## src/rtl/vanilla_pkg.sv

```systemverilog
// Shared MMIO subsystem types and defaults: bus widths and the arbiter state/timeout constants.
package vanilla_pkg;

  localparam int unsigned MMIO_ADDR_WIDTH = 16;
  localparam int unsigned DATA_WIDTH      = 32;
  localparam int unsigned ARB_TIMEOUT     = 255;
  localparam int unsigned ARB_CNT_W       = 16;

  localparam logic [31:0] ARB_TO_DATA = 32'hDEAD_BEEF;

  typedef enum logic [1:0] {
    ARB_IDLE,
    ARB_GNT0,
    ARB_GNT1
  } arb_state_t;

endpackage

```

## src/rtl/wb_watchdog.sv

```systemverilog
// Per-transfer stall counter: flags the cycle in which an unacknowledged strobe has waited TIMEOUT cycles.
module wb_watchdog
  import vanilla_pkg::*;
#(
  parameter int unsigned TIMEOUT = ARB_TIMEOUT
) (
  input  logic clk,
  input  logic rst,
  input  logic en,
  input  logic ack,
  input  logic clr,
  output logic expire
);

  logic [ARB_CNT_W-1:0] to_cnt_q;
  logic [ARB_CNT_W-1:0] to_cnt_d;

  // A slave ack in the final cycle beats the timeout.
  assign expire = en && !ack && (to_cnt_q == ARB_CNT_W'(TIMEOUT - 1));

  always_comb begin
    to_cnt_d = to_cnt_q;
    if (clr || ack || expire) begin
      to_cnt_d = '0;
    end else if (en) begin
      to_cnt_d = to_cnt_q + ARB_CNT_W'(1);
    end
  end

  always_ff @(posedge clk) begin
    if (rst) begin
      to_cnt_q <= '0;
    end else begin
      to_cnt_q <= to_cnt_d;
    end
  end

endmodule

```

## src/rtl/mmio_bus_arbiter.sv

```systemverilog
// Two-master round-robin WISHBONE arbiter in front of mmio_sys; grant held per CYC, watchdog self-acks stalls.
module mmio_bus_arbiter
  import vanilla_pkg::*;
#(
  parameter int unsigned        ADDR_W  = MMIO_ADDR_WIDTH,
  parameter int unsigned        DATA_W  = DATA_WIDTH,
  parameter int unsigned        TIMEOUT = ARB_TIMEOUT,
  parameter logic [DATA_W-1:0]  TO_DATA = DATA_W'(ARB_TO_DATA)
) (
  input  logic              CLK_I,
  input  logic              RST_I,

  input  logic [ADDR_W-1:0] M0_ADDR_I,
  input  logic [DATA_W-1:0] M0_DAT_I,
  output logic [DATA_W-1:0] M0_DAT_O,
  input  logic              M0_CYC_I,
  input  logic              M0_STB_I,
  input  logic              M0_WE_I,
  output logic              M0_ACK_O,

  input  logic [ADDR_W-1:0] M1_ADDR_I,
  input  logic [DATA_W-1:0] M1_DAT_I,
  output logic [DATA_W-1:0] M1_DAT_O,
  input  logic              M1_CYC_I,
  input  logic              M1_STB_I,
  input  logic              M1_WE_I,
  output logic              M1_ACK_O,

  output logic [ADDR_W-1:0] ADDR_O,
  output logic [DATA_W-1:0] DAT_O,
  input  logic [DATA_W-1:0] DAT_I,
  output logic              CYC_O,
  output logic              STB_O,
  output logic              WE_O,
  input  logic              ACK_I,

  output logic              timeout_flag,
  output logic              timeout_src
);

  arb_state_t state_q, state_d;
  logic       last_grant_q, last_grant_d;
  logic       timeout_flag_q, timeout_flag_d;
  logic       timeout_src_q, timeout_src_d;

  logic       wdg_en;
  logic       wdg_clr;
  logic       wdg_expire;

  // Watchdog enable is built from inputs directly to keep it out of the mux process.
  assign wdg_en  = ((state_q == ARB_GNT0) && M0_STB_I) || ((state_q == ARB_GNT1) && M1_STB_I);
  assign wdg_clr = (state_q == ARB_IDLE);

  wb_watchdog #(
    .TIMEOUT (TIMEOUT)
  ) u_wb_watchdog (
    .clk    (CLK_I),
    .rst    (RST_I),
    .en     (wdg_en),
    .ack    (ACK_I),
    .clr    (wdg_clr),
    .expire (wdg_expire)
  );

  assign timeout_flag = timeout_flag_q;
  assign timeout_src  = timeout_src_q;

  always_comb begin
    state_d        = state_q;
    last_grant_d   = last_grant_q;
    timeout_flag_d = timeout_flag_q;
    timeout_src_d  = timeout_src_q;
    ADDR_O         = '0;
    DAT_O          = '0;
    CYC_O          = 1'b0;
    STB_O          = 1'b0;
    WE_O           = 1'b0;
    M0_ACK_O       = 1'b0;
    M0_DAT_O       = '0;
    M1_ACK_O       = 1'b0;
    M1_DAT_O       = '0;

    case (state_q)
      ARB_IDLE: begin
        // On a tie the master not served last wins.
        if (M0_CYC_I && M1_CYC_I) begin
          state_d = last_grant_q ? ARB_GNT0 : ARB_GNT1;
        end else if (M0_CYC_I) begin
          state_d = ARB_GNT0;
        end else if (M1_CYC_I) begin
          state_d = ARB_GNT1;
        end
      end

      ARB_GNT0: begin
        ADDR_O   = M0_ADDR_I;
        DAT_O    = M0_DAT_I;
        CYC_O    = M0_CYC_I;
        STB_O    = M0_STB_I;
        WE_O     = M0_WE_I;
        M0_ACK_O = ACK_I || wdg_expire;
        M0_DAT_O = wdg_expire ? TO_DATA : DAT_I;
        if (wdg_expire) begin
          timeout_flag_d = 1'b1;
          timeout_src_d  = 1'b0;
        end
        if (!M0_CYC_I) begin
          state_d      = ARB_IDLE;
          last_grant_d = 1'b0;
        end
      end

      ARB_GNT1: begin
        ADDR_O   = M1_ADDR_I;
        DAT_O    = M1_DAT_I;
        CYC_O    = M1_CYC_I;
        STB_O    = M1_STB_I;
        WE_O     = M1_WE_I;
        M1_ACK_O = ACK_I || wdg_expire;
        M1_DAT_O = wdg_expire ? TO_DATA : DAT_I;
        if (wdg_expire) begin
          timeout_flag_d = 1'b1;
          timeout_src_d  = 1'b1;
        end
        if (!M1_CYC_I) begin
          state_d      = ARB_IDLE;
          last_grant_d = 1'b1;
        end
      end

      default: begin
        state_d = ARB_IDLE;
      end
    endcase
  end

  always_ff @(posedge CLK_I) begin
    if (RST_I) begin
      state_q        <= ARB_IDLE;
      last_grant_q   <= 1'b1;
      timeout_flag_q <= 1'b0;
      timeout_src_q  <= 1'b0;
    end else begin
      state_q        <= state_d;
      last_grant_q   <= last_grant_d;
      timeout_flag_q <= timeout_flag_d;
      timeout_src_q  <= timeout_src_d;
    end
  end

endmodule

```

## config.mk

```make
export PLATFORM = sky130hd
export DESIGN_NAME = mmio_bus_arbiter
export DESIGN_NICKNAME = d
export VERILOG_FILES = /design/src/rtl/vanilla_pkg.sv /design/src/rtl/wb_watchdog.sv /design/src/rtl/mmio_bus_arbiter.sv
export SDC_FILE = /design/constraint.sdc
export NUM_CORES = 1
export LEC_CHECK = 0
export CORE_MARGIN = 8
export CORE_UTILIZATION = 32
export CTS_CLUSTER_SIZE = 20
export DETAILED_ROUTE_END_ITERATION = 10
export PLACE_DENSITY = 0.89
export SLEW_MARGIN = 10
export SYNTH_ARGS = -nofsm -noshare
export SYNTH_HDL_FRONTEND = slang
export SYNTH_HIERARCHICAL = 1
export SYNTH_SLANG_ARGS = --single-unit
```

## constraint.sdc

```tcl
create_clock -name CLK_I -period 8.2 [get_ports CLK_I]
set_input_delay 1.64 -clock CLK_I [delete_from_list [all_inputs] [get_ports CLK_I]]
set_output_delay 1.64 -clock CLK_I [all_outputs]
set_load 0.02 [all_outputs]
```

# After elaboration in Yosys (flattened, before gate mapping)
# Index checks and enable logic that the tools add are counted.
dict set report totals {
  inputBits 137
  word_cells 55
  regBits 21
}
dict set report op_classes {
  eq_ne 8
  mux 23
  addsub 1
  reduce_logical 18
}
# cell count
set ops {}
lappend ops {{2-to-1 mux 32 bit} 3}
lappend ops {{case mux 32 bit (2 select lines)} 1}
lappend ops {{case mux 16 bit (2 select lines)} 1}
lappend ops {{adder 16 x 1 -> 16 bit (second input constant)} 1}
lappend ops {{equality test 16 x 8 -> 1 bit (second input constant)} 1}
lappend ops {{2-to-1 mux 2 bit} 6}
lappend ops {{case mux 1 bit (2 select lines)} 5}
lappend ops {{AND reduction 3 bit} 3}
lappend ops {{2-to-1 mux 1 bit} 6}
lappend ops {{case mux 2 bit (3 select lines)} 1}
lappend ops {{logical AND 1 bit} 5}
lappend ops {{logical OR 1 bit} 4}
lappend ops {{inequality test 2 x 1 -> 1 bit (second input constant)} 2}
lappend ops {{inequality test 2 bit (second input constant)} 2}
lappend ops {{inequality test 4 bit (second input constant)} 1}
lappend ops {{OR reduction 2 bit} 2}
lappend ops {{equality test 2 x 1 -> 1 bit (second input constant)} 1}
lappend ops {{equality test 2 bit (second input constant)} 1}
lappend ops {{zero test 2 bit} 1}
lappend ops {{AND reduction 2 bit} 1}
lappend ops {{nonzero test 2 bit} 1}
lappend ops {{zero test 1 bit} 1}

# Depth between registers and ports, before layout
# Gate-level depths: netlist (run 1).
dict set report depth {
  ltp_word 7
  depth_mapped 13
}

# By module
# The synthesis (run 1) kept the hierarchy.
# mod area_per_inst_um2 n_inst seq_area_each_um2 cells_per_inst
set modules_own_cells {}
lappend modules_own_cells {mmio_bus_arbiter 1632.8 1 100.1 231}
lappend modules_own_cells {wb_watchdog 789.5 1 320.3 89}

# Least setup slack after synthesis (run 1)
# OpenSTA, ideal clock, no wires.
dict set report synth_path {
  path_kind {input to output}
  startpoint {input port M1_STB_I}
  endpoint {output port M0_ACK_O}
  stages 8
  required_ns 6.560
  setup_slack_ns 3.079
  t_arrival_ns 3.481
  path_cell_list {a22o_1 -> bufbuf_16 -> nand3_1 -> or4_4 -> nor2_1 -> buf_2 -> clkbuf_1 -> o21a_1}
}
dict set report synth_via {
  elab_chain_len 6
}
# element line_no
set synth_lines {}
lappend synth_lines {{from (decl)} mmio_bus_arbiter.sv:25} ;# input logic M1_STB_I,
lappend synth_lines {{logical AND 1 bit} mmio_bus_arbiter.sv:51} ;# assign wdg_en = ((state_q == ARB_GNT0) && M0_STB_I) || ((state_q == ARB_GNT1) && M1_STB_I);
lappend synth_lines {{logical OR 1 bit} mmio_bus_arbiter.sv:51}
lappend synth_lines {{logical AND 1 bit (2 in a row)} wb_watchdog.sv:19} ;# assign expire = en && !ack && (to_cnt_q == ARB_CNT_W'(TIMEOUT - 1));
lappend synth_lines {{named net wdg_expire} mmio_bus_arbiter.sv:48} ;# logic wdg_expire;
lappend synth_lines {{logical OR 1 bit} mmio_bus_arbiter.sv:101} ;# M0_ACK_O = ACK_I || wdg_expire;
lappend synth_lines {{2-to-1 mux 1 bit} mmio_bus_arbiter.sv:83} ;# case (state_q)
lappend synth_lines {{to (decl)} mmio_bus_arbiter.sv:19} ;# output logic M0_ACK_O,
# The timed path passes the listed nets, and every way through them passes these cells.

# Worst setup path in the final report (run 1)
dict set report layout_path {
  startpoint {input port M0_STB_I}
  endpoint {output port M1_DAT_O[3]}
}
dict set report layout_via {
  elab_chain_len 6
}
# element line_no
set layout_lines {}
lappend layout_lines {{from (decl)} mmio_bus_arbiter.sv:17} ;# input logic M0_STB_I,
lappend layout_lines {{logical AND 1 bit} mmio_bus_arbiter.sv:51}
lappend layout_lines {{logical OR 1 bit} mmio_bus_arbiter.sv:51}
lappend layout_lines {{named net wdg_en} mmio_bus_arbiter.sv:46} ;# logic wdg_en;
lappend layout_lines {{logical AND 1 bit (2 in a row)} wb_watchdog.sv:19}
lappend layout_lines {{named net wdg_expire} mmio_bus_arbiter.sv:48}
lappend layout_lines {{2-to-1 mux 32 bit} mmio_bus_arbiter.sv:120} ;# M1_DAT_O = wdg_expire ? TO_DATA : DAT_I;
lappend layout_lines {{2-to-1 mux 32 bit} mmio_bus_arbiter.sv:83}
lappend layout_lines {{to (decl)} mmio_bus_arbiter.sv:23} ;# output logic [DATA_W-1:0] M1_DAT_O,
# The timed path passes the listed nets, and every way through them passes these cells.

==> results.sh, run 1 <==
export IMPL_status="finished, final reports clean"
export IMPL_p_leak_nw=1.62
export IMPL_hold_viol=0
export IMPL_fin_tns_setup_ns=0
export IMPL_power_frac_comb=0.700
export IMPL_slowest_delay_ns=0.65
export IMPL_grt_antenna_before_repair=0
export IMPL_avgSynthCellArea_um2=7.57
export IMPL_drtIter0Drc=183
export IMPL_synthesis_area_um2=2420
export IMPL_die_x_um=103
export IMPL_fill_cells=587
export IMPL_synth_nets=464
export IMPL_slew_headroom=0.332
export IMPL_crit_required_ns=6.56
export IMPL_cp_top_family="simple AND/OR/NAND/NOR gates"
export IMPL_placed_area_um2=4960
export IMPL_ir_worst_vdd_v=0.000109
export IMPL_rsz0062_at_grt="no"
export IMPL_ctsHtreeMaxLevel=1
export IMPL_first_global_vias=3176
export IMPL_cts_made_buffers=3
export IMPL_hold_ws_ns=0.481
export IMPL_worst_pin_slew_ns=1.00
export IMPL_grt_pass1_wl_mm=19.3
export IMPL_p_sw_uw=231
export IMPL_utilization=0.687
export IMPL_netlist_area_leader_share=0.174
export IMPL_num_vias=3294
export IMPL_grt_max_degree=78
export IMPL_fin_cells=650
export IMPL_ctsRootBufferMaster="clkbuf_8"
export IMPL_ctsHoldBuffers=0
export IMPL_design_area_um2=5010
export IMPL_die_area_um2=10600
export IMPL_dp_cells=646
export IMPL_ys_flop_type="dfxtp_1"
export IMPL_clk_pin_slew_ns=0.07
export IMPL_synth_area_leaders="dfxtp_1 (17%), a22oi_1 (15%), o21a_1 (15%), nor2b_1 (13%), and2_1 (4.4%)"
export IMPL_p_clk_frac=0.114
export IMPL_drive_gt1_frac=0.0272
export IMPL_fmax_mhz=150
export IMPL_nets=696
export IMPL_antennaDiodeCount=0
export IMPL_gr_total_overflow=0
export IMPL_post_cts_setup_buffer_count=0
export IMPL_regArea_um2=420
export IMPL_fin_skew_ns=0.00716
export IMPL_cts_sinks=21
export IMPL_multi_input_area_um2=1810
export IMPL_powerDensity_nw_per_um2=116
export IMPL_setup_violations_final=0
export IMPL_ant_nets=0
export IMPL_place_gp_congestion=0.917
export IMPL_maxSlewViolCount=0
export IMPL_synth_top_cell_by_area="dfxtp_1"
export IMPL_final_cell_mix="clkdlybuf4s50_1 (255), nor2b_1 (51), a22oi_1 (50), o21a_1 (50), dfxtp_1 (21)"
export IMPL_pwr_share_seq=0.185
export IMPL_synth_seq_cells=21
export IMPL_synthCells=320
export IMPL_coreArea_um2=7290
export IMPL_cpMaxStageDelayCell="nor2_4"
export IMPL_clock_path_buffers=2
export IMPL_synth_edf_count=0
export IMPL_num_rows=31
export IMPL_crit_path_cell_trace="clkdlybuf4s50_1 > a22o_1 > nand3_1 > or4_4 > nor2_4 > buf_4 > o21a_1 > clkdlybuf4s50_1"
export IMPL_cts_tree="done"
export IMPL_place_hpwl_mm=11.5
export IMPL_async_reset_ff_frac=0
export IMPL_setup_worst_path_start_class="input pin"
export IMPL_critPathArrivalTime_ns=5.01
export IMPL_cp_end_kind="primary output"
export IMPL_swShare=0.398
export IMPL_area_growth_syn_to_layout_pct=107
export IMPL_die_h_um=103
export IMPL_cp_buffers_inverters=3
export IMPL_drc=0
export IMPL_fin_crit_sh=0.811
export IMPL_p_int_uw=349
export IMPL_ys_warn_count=6
export IMPL_critical_path_class="input pin to primary output"
export IMPL_crit_top_cell="clkdlybuf4s50_1"
export IMPL_synth_distinct_cells=39
export IMPL_period_needed_ns=6.65
export IMPL_port_buffers=255
export IMPL_routedWlPerCell_um=21.2
export IMPL_drtPass1Iterations=4
export IMPL_grt_usage=0.236
export IMPL_num_io_pins=256
export IMPL_via_per_inst=5.07
export IMPL_cts_resized=0
export IMPL_hold_path_class="flop to flop"
export IMPL_maxCapViolCount=0
export IMPL_insertion_delay_ns=0.26
export IMPL_wl_mm=13.7
export IMPL_ys_seq_area_frac=0.174
export IMPL_final_common_cell="clkdlybuf4s50_1"
export IMPL_crit_path_max_fanout=40
export IMPL_start_util=0.332
cell usage after synthesis (2+ instances only):
library cell	instances
o21a_1	50
nand2_1	7
nor2_1	21
dfxtp_1	21
nor2b_1	51
buf_6	2
o21ai_0	2
xnor2_1	12
or4_1	2
and2b_1	2
nor3_1	5
and2_1	17
xor2_1	2
nand4_1	4
a22oi_1	50
clkbuf_1	18
ha_1	7
buf_2	11
nand3_1	5
nor4_1	5
inv_1	7
a21oi_1	2
state kept, by name (all words and copies together), names as in the netlist:
register,count
timeout_src,1
state_q,2
timeout_flag,1
last_grant_q,1
u_wb_watchdog/to_cnt_q,16
worst register-to-register path, cell delays in order, from the launching register on:
cell and delay, ns:
dfxtp_1 0.34, inv_1 0.14, ha_2 0.22, a22o_1 0.29
nand3_1 0.24, or4_4 0.58, nor2_4 0.65, o21bai_1 0.26
a21bo_2 0.16, a21oi_1 0.06
power groups by stage:
stage                     Clock (mW)  Sequential, mW  Combinational (mW)
final                         0.0662           0.108               0.406
after CTS                     0.0697           0.107               0.407
after global routing          0.0755           0.108               0.430
after floorplan                    0           0.109               0.217
after global placement             0           0.110               0.399
after detailed placement           0           0.110               0.406
layer usage:
metal,track usage,routed length (um),vias to the layer above,share of wire
met3,0.0581,1050,24,0.077
met4,0.0790,443,0,0.032
met5,0,0,-,0
li1,-,-,1609,-
met2,0.443,7390,114,0.54
met1,0.249,4860,1547,0.35
worst paths after layout:
| kind | startpoint | end | slack [ns] | cells past startpoint |
|---|---|---|---|---|
| max | M0_STB_I | M1_DAT_O[3] | 1.55 | 8 |
| min | timeout_flag$_SDFFE_PP0P_ | timeout_flag$_SDFFE_PP0P_ | 0.48 | 2 |
| max reg2reg | state_q[1]$_SDFFE_PP0P_ | timeout_src$_SDFFE_PP0P_ | 5.13 | 9 |
| min reg2reg | timeout_flag$_SDFFE_PP0P_ | timeout_flag$_SDFFE_PP0P_ | 0.48 | 2 |
stage by stage:
| stage | total power [mW] | setup slack, ns |
|---|---|---|
| floorplan | 0.327 | 3.08 |
| global placement | 0.509 | 1.70 |
| detailed placement | 0.516 | 1.61 |
| CTS | 0.584 | 1.60 |
| global route | 0.614 | 1.32 |
| finish | 0.580 | 1.55 |
kinds of logic (layout without fill, tap and decap cells):
logic type / count (synthesis) / in the layout / share of synthesized area
AND/OR/NAND/NOR: 123 / 123 / 0.290
flip-flops: 21 / 21 / 0.174
adder cells (fa/ha/maj): 7 / 7 / 0.0362
AO/OA/AOI/OAI: 116 / 116 / 0.366
buffers and inverters: 39 / 270 / 0.0842
XOR/XNOR: 14 / 14 / 0.0506
final cells by class:
type	instances	area share
Tap cell	99	0.0247
Clock buffer	4	0.00899
Multi-Input combinational cell	260	0.361
Sequential cell	21	0.0839
Inverter	7	0.00525
Timing Repair Buffer	259	0.516
No activity file was read; power rests on OpenSTA's default activity.
==> inputs of run 2 (changes only) <==
--- a/config.mk
+++ b/config.mk
@@ -6,10 +6,10 @@
 export NUM_CORES = 1
 export LEC_CHECK = 0
 export CORE_MARGIN = 8
-export CORE_UTILIZATION = 32
+export CORE_UTILIZATION = 26
 export CTS_CLUSTER_SIZE = 20
 export DETAILED_ROUTE_END_ITERATION = 10
-export PLACE_DENSITY = 0.89
+export PLACE_DENSITY = 0.78
 export SLEW_MARGIN = 10
 export SYNTH_ARGS = -nofsm -noshare
 export SYNTH_HDL_FRONTEND = slang
==> constraint.sdc (replaced) <==
create_clock -name CLK_I -period 6 [get_ports CLK_I]
set_input_delay 1.2 -clock CLK_I [delete_from_list [all_inputs] [get_ports CLK_I]]
set_output_delay 1.2 -clock CLK_I [all_outputs]
set_load 0.02 [all_outputs]
==> results.sh, run 2 (synthesized netlist as in run 1, its figures left out) <==
export IMPL_status="finished, final reports clean"
export IMPL_rsz0062_at_grt="no"
export IMPL_ctsHtreeMaxLevel=1
export IMPL_powerDensity_nw_per_um2=157
export IMPL_fin_skew_ns=0.000863
export IMPL_start_util=0.265
export IMPL_critical_path_class="input pin to primary output"
export IMPL_die_h_um=113
export IMPL_fin_crit_sh=0.915
export IMPL_coreArea_um2=9150
export IMPL_drtIter0Drc=268
export IMPL_ctsHoldBuffers=0
export IMPL_via_per_inst=4.84
export IMPL_setup_worst_path_start_class="input pin"
export IMPL_fin_total_pwr_uw=790
export IMPL_grt_pass1_wl_mm=19.7
export IMPL_cp_end_kind="primary output"
export IMPL_crit_top_cell="clkdlybuf4s50_1"
export IMPL_dp_cells=659
export IMPL_crit_path_cell_trace="clkdlybuf4s50_1 > a22o_1 > nand3_1 > or4_4 > nor2_4 > and2b_1 > and2_1 > clkdlybuf4s50_1"
export IMPL_drive_gt1_frac=0.0290
export IMPL_crit_required_ns=4.80
export IMPL_drc=0
export IMPL_p_leak_nw=1.63
export IMPL_num_rows=35
export IMPL_p_int_uw=477
export IMPL_largest_register_ffs=16
export IMPL_area_growth_syn_to_layout_pct=108
export IMPL_cts_made_buffers=3
export IMPL_grtUsageMet2=0.381
export IMPL_cp_top_family="simple AND/OR/NAND/NOR gates"
export IMPL_clock_path_buffers=2
export IMPL_pwr_share_seq=0.186
export IMPL_num_io_pins=256
export IMPL_wl_mm=13.2
export IMPL_p_sw_uw=313
export IMPL_die_area_um2=12700
export IMPL_nets=697
export IMPL_grt_busiest_layer="met2"
export IMPL_ctsRootBufferMaster="clkbuf_8"
export IMPL_dpl_worst_slack_ns=0.520
export IMPL_first_global_vias=3273
export IMPL_fin_cells=664
export IMPL_port_buffers=255
export IMPL_hold_path_class="flop to flop"
export IMPL_worst_pin_slew_ns=0.977
export IMPL_insertion_delay_ns=0.26
export IMPL_maxSlewViolCount=0
export IMPL_routedWlPerCell_um=19.9
export IMPL_slew_headroom=0.349
export IMPL_fmax_mhz=182
export IMPL_setup_violations_final=0
export IMPL_critPathArrivalTime_ns=4.29
export IMPL_cp_buffers_inverters=2
export IMPL_cts_sinks=21
export IMPL_grt_antenna_before_repair=1
export IMPL_drtPass1Iterations=5
export IMPL_slowest_delay_ns=0.58
export IMPL_p_clk_frac=0.117
export IMPL_clk_pin_slew_ns=0.07
export IMPL_ir_worst_vdd_v=0.0000732
export IMPL_cts_tree="done"
export IMPL_period_needed_ns=5.49
export IMPL_swShare=0.397
export IMPL_die_x_um=113
export IMPL_grt_max_degree=78
export IMPL_hold_ws_ns=0.492
export IMPL_grt_usage=0.196
export IMPL_maxCapViolCount=0
export IMPL_use_met1=0.202
export IMPL_fin_tns_setup_ns=0
export IMPL_gr_total_overflow=0
export IMPL_grt_util_met3=0.0467
export IMPL_place_gp_congestion=0.846
export IMPL_final_common_cell="clkdlybuf4s50_1"
export IMPL_crit_path_max_fanout=22
export IMPL_power_frac_comb=0.697
export IMPL_cpMaxStageDelayCell="or4_4"
export IMPL_reg_top3="u_wb_watchdog/to_cnt_q: 16 flops, state_q: 2 flops"
export IMPL_hold_viol=0
export IMPL_cts_resized=0
export IMPL_final_cell_mix="clkdlybuf4s50_1 (255), nor2b_1 (51), a22oi_1 (50), o21a_1 (50), dfxtp_1 (21)"
export IMPL_ant_nets=0
export IMPL_setup_slack_ns=0.513
export IMPL_post_cts_setup_buffer_count=0
export IMPL_place_hpwl_mm=10.9
export IMPL_top_register="u_wb_watchdog/to_cnt_q"
export IMPL_num_vias=3217
-- run 2: cell types whose count changed in the layout (fill, tap and decap cells not counted), sizes merged --
| cell | previous run | this run |
|---|---|---|
| diode | 0 | 1 |
| buf | 4 | 5 |
-- run 2: cell type report --
class	count	area (um2)
fill	833	4110
timing repair buffer	260	2600
multi-input combinational	260	1810
sequential	21	420
tap	111	139
clock buffer	4	45.0
inverter	7	26.3
antenna	1	2.50
-- run 2: path summary, 6_finish.rpt --
check	from	end	slack, ns	depth (start not counted)
max reg2reg	state_q[1]$_SDFFE_PP0P_	timeout_src$_SDFFE_PP0P_	3.19	9
max	M1_STB_I	M1_DAT_O[22]	0.51	8
min	timeout_flag$_SDFFE_PP0P_	timeout_flag$_SDFFE_PP0P_	0.49	2
min reg2reg	timeout_flag$_SDFFE_PP0P_	timeout_flag$_SDFFE_PP0P_	0.49	2
-- run 2: worst register-to-register path: stages (launching register included) --
cell and delay, ns:
dfxtp_1 0.33, inv_1 0.14, ha_2 0.21, a22o_1 0.30, nand3_1 0.26, or4_4 0.58, nor2_4 0.44, o21bai_1 0.23
a21bo_2 0.16, a21oi_1 0.05
-- run 2: power groups by stage --
stage               Sequential, mW  Combinational, mW  Clock (mW)
floorplan                    0.150              0.297           0
global placement             0.150              0.546           0
detailed placement           0.150              0.552           0
CTS                          0.147              0.554      0.0956
global route                 0.147              0.588       0.103
finish                       0.147              0.551      0.0923
-- run 2: metal layers --
metal	part of all wire	vias to the layer above	wire, um
li1	-	1608	-
met1	0.37	1477	4830
met2	0.55	114	7260
met3	0.063	18	830
met4	0.021	0	280
met5	0	-	0
-- run 2: through the flow --
step	instance area [um2]	utilization
finish	5050	0.551
global route	5050	0.551
CTS	5040	0.551
detailed placement	5000	0.546
global placement	5000	0.546
floorplan	2420	-
==> inputs of run 3 (changes only) <==
--- a/config.mk
+++ b/config.mk
@@ -9,6 +9,7 @@
 export CORE_UTILIZATION = 26
 export CTS_CLUSTER_SIZE = 20
 export DETAILED_ROUTE_END_ITERATION = 10
+export GPL_TIMING_DRIVEN = 1
 export PLACE_DENSITY = 0.78
 export SLEW_MARGIN = 10
 export SYNTH_ARGS = -nofsm -noshare
==> results of run 3 <==
Same layout as run 2: the final DEF is identical, and so are final timing and power.
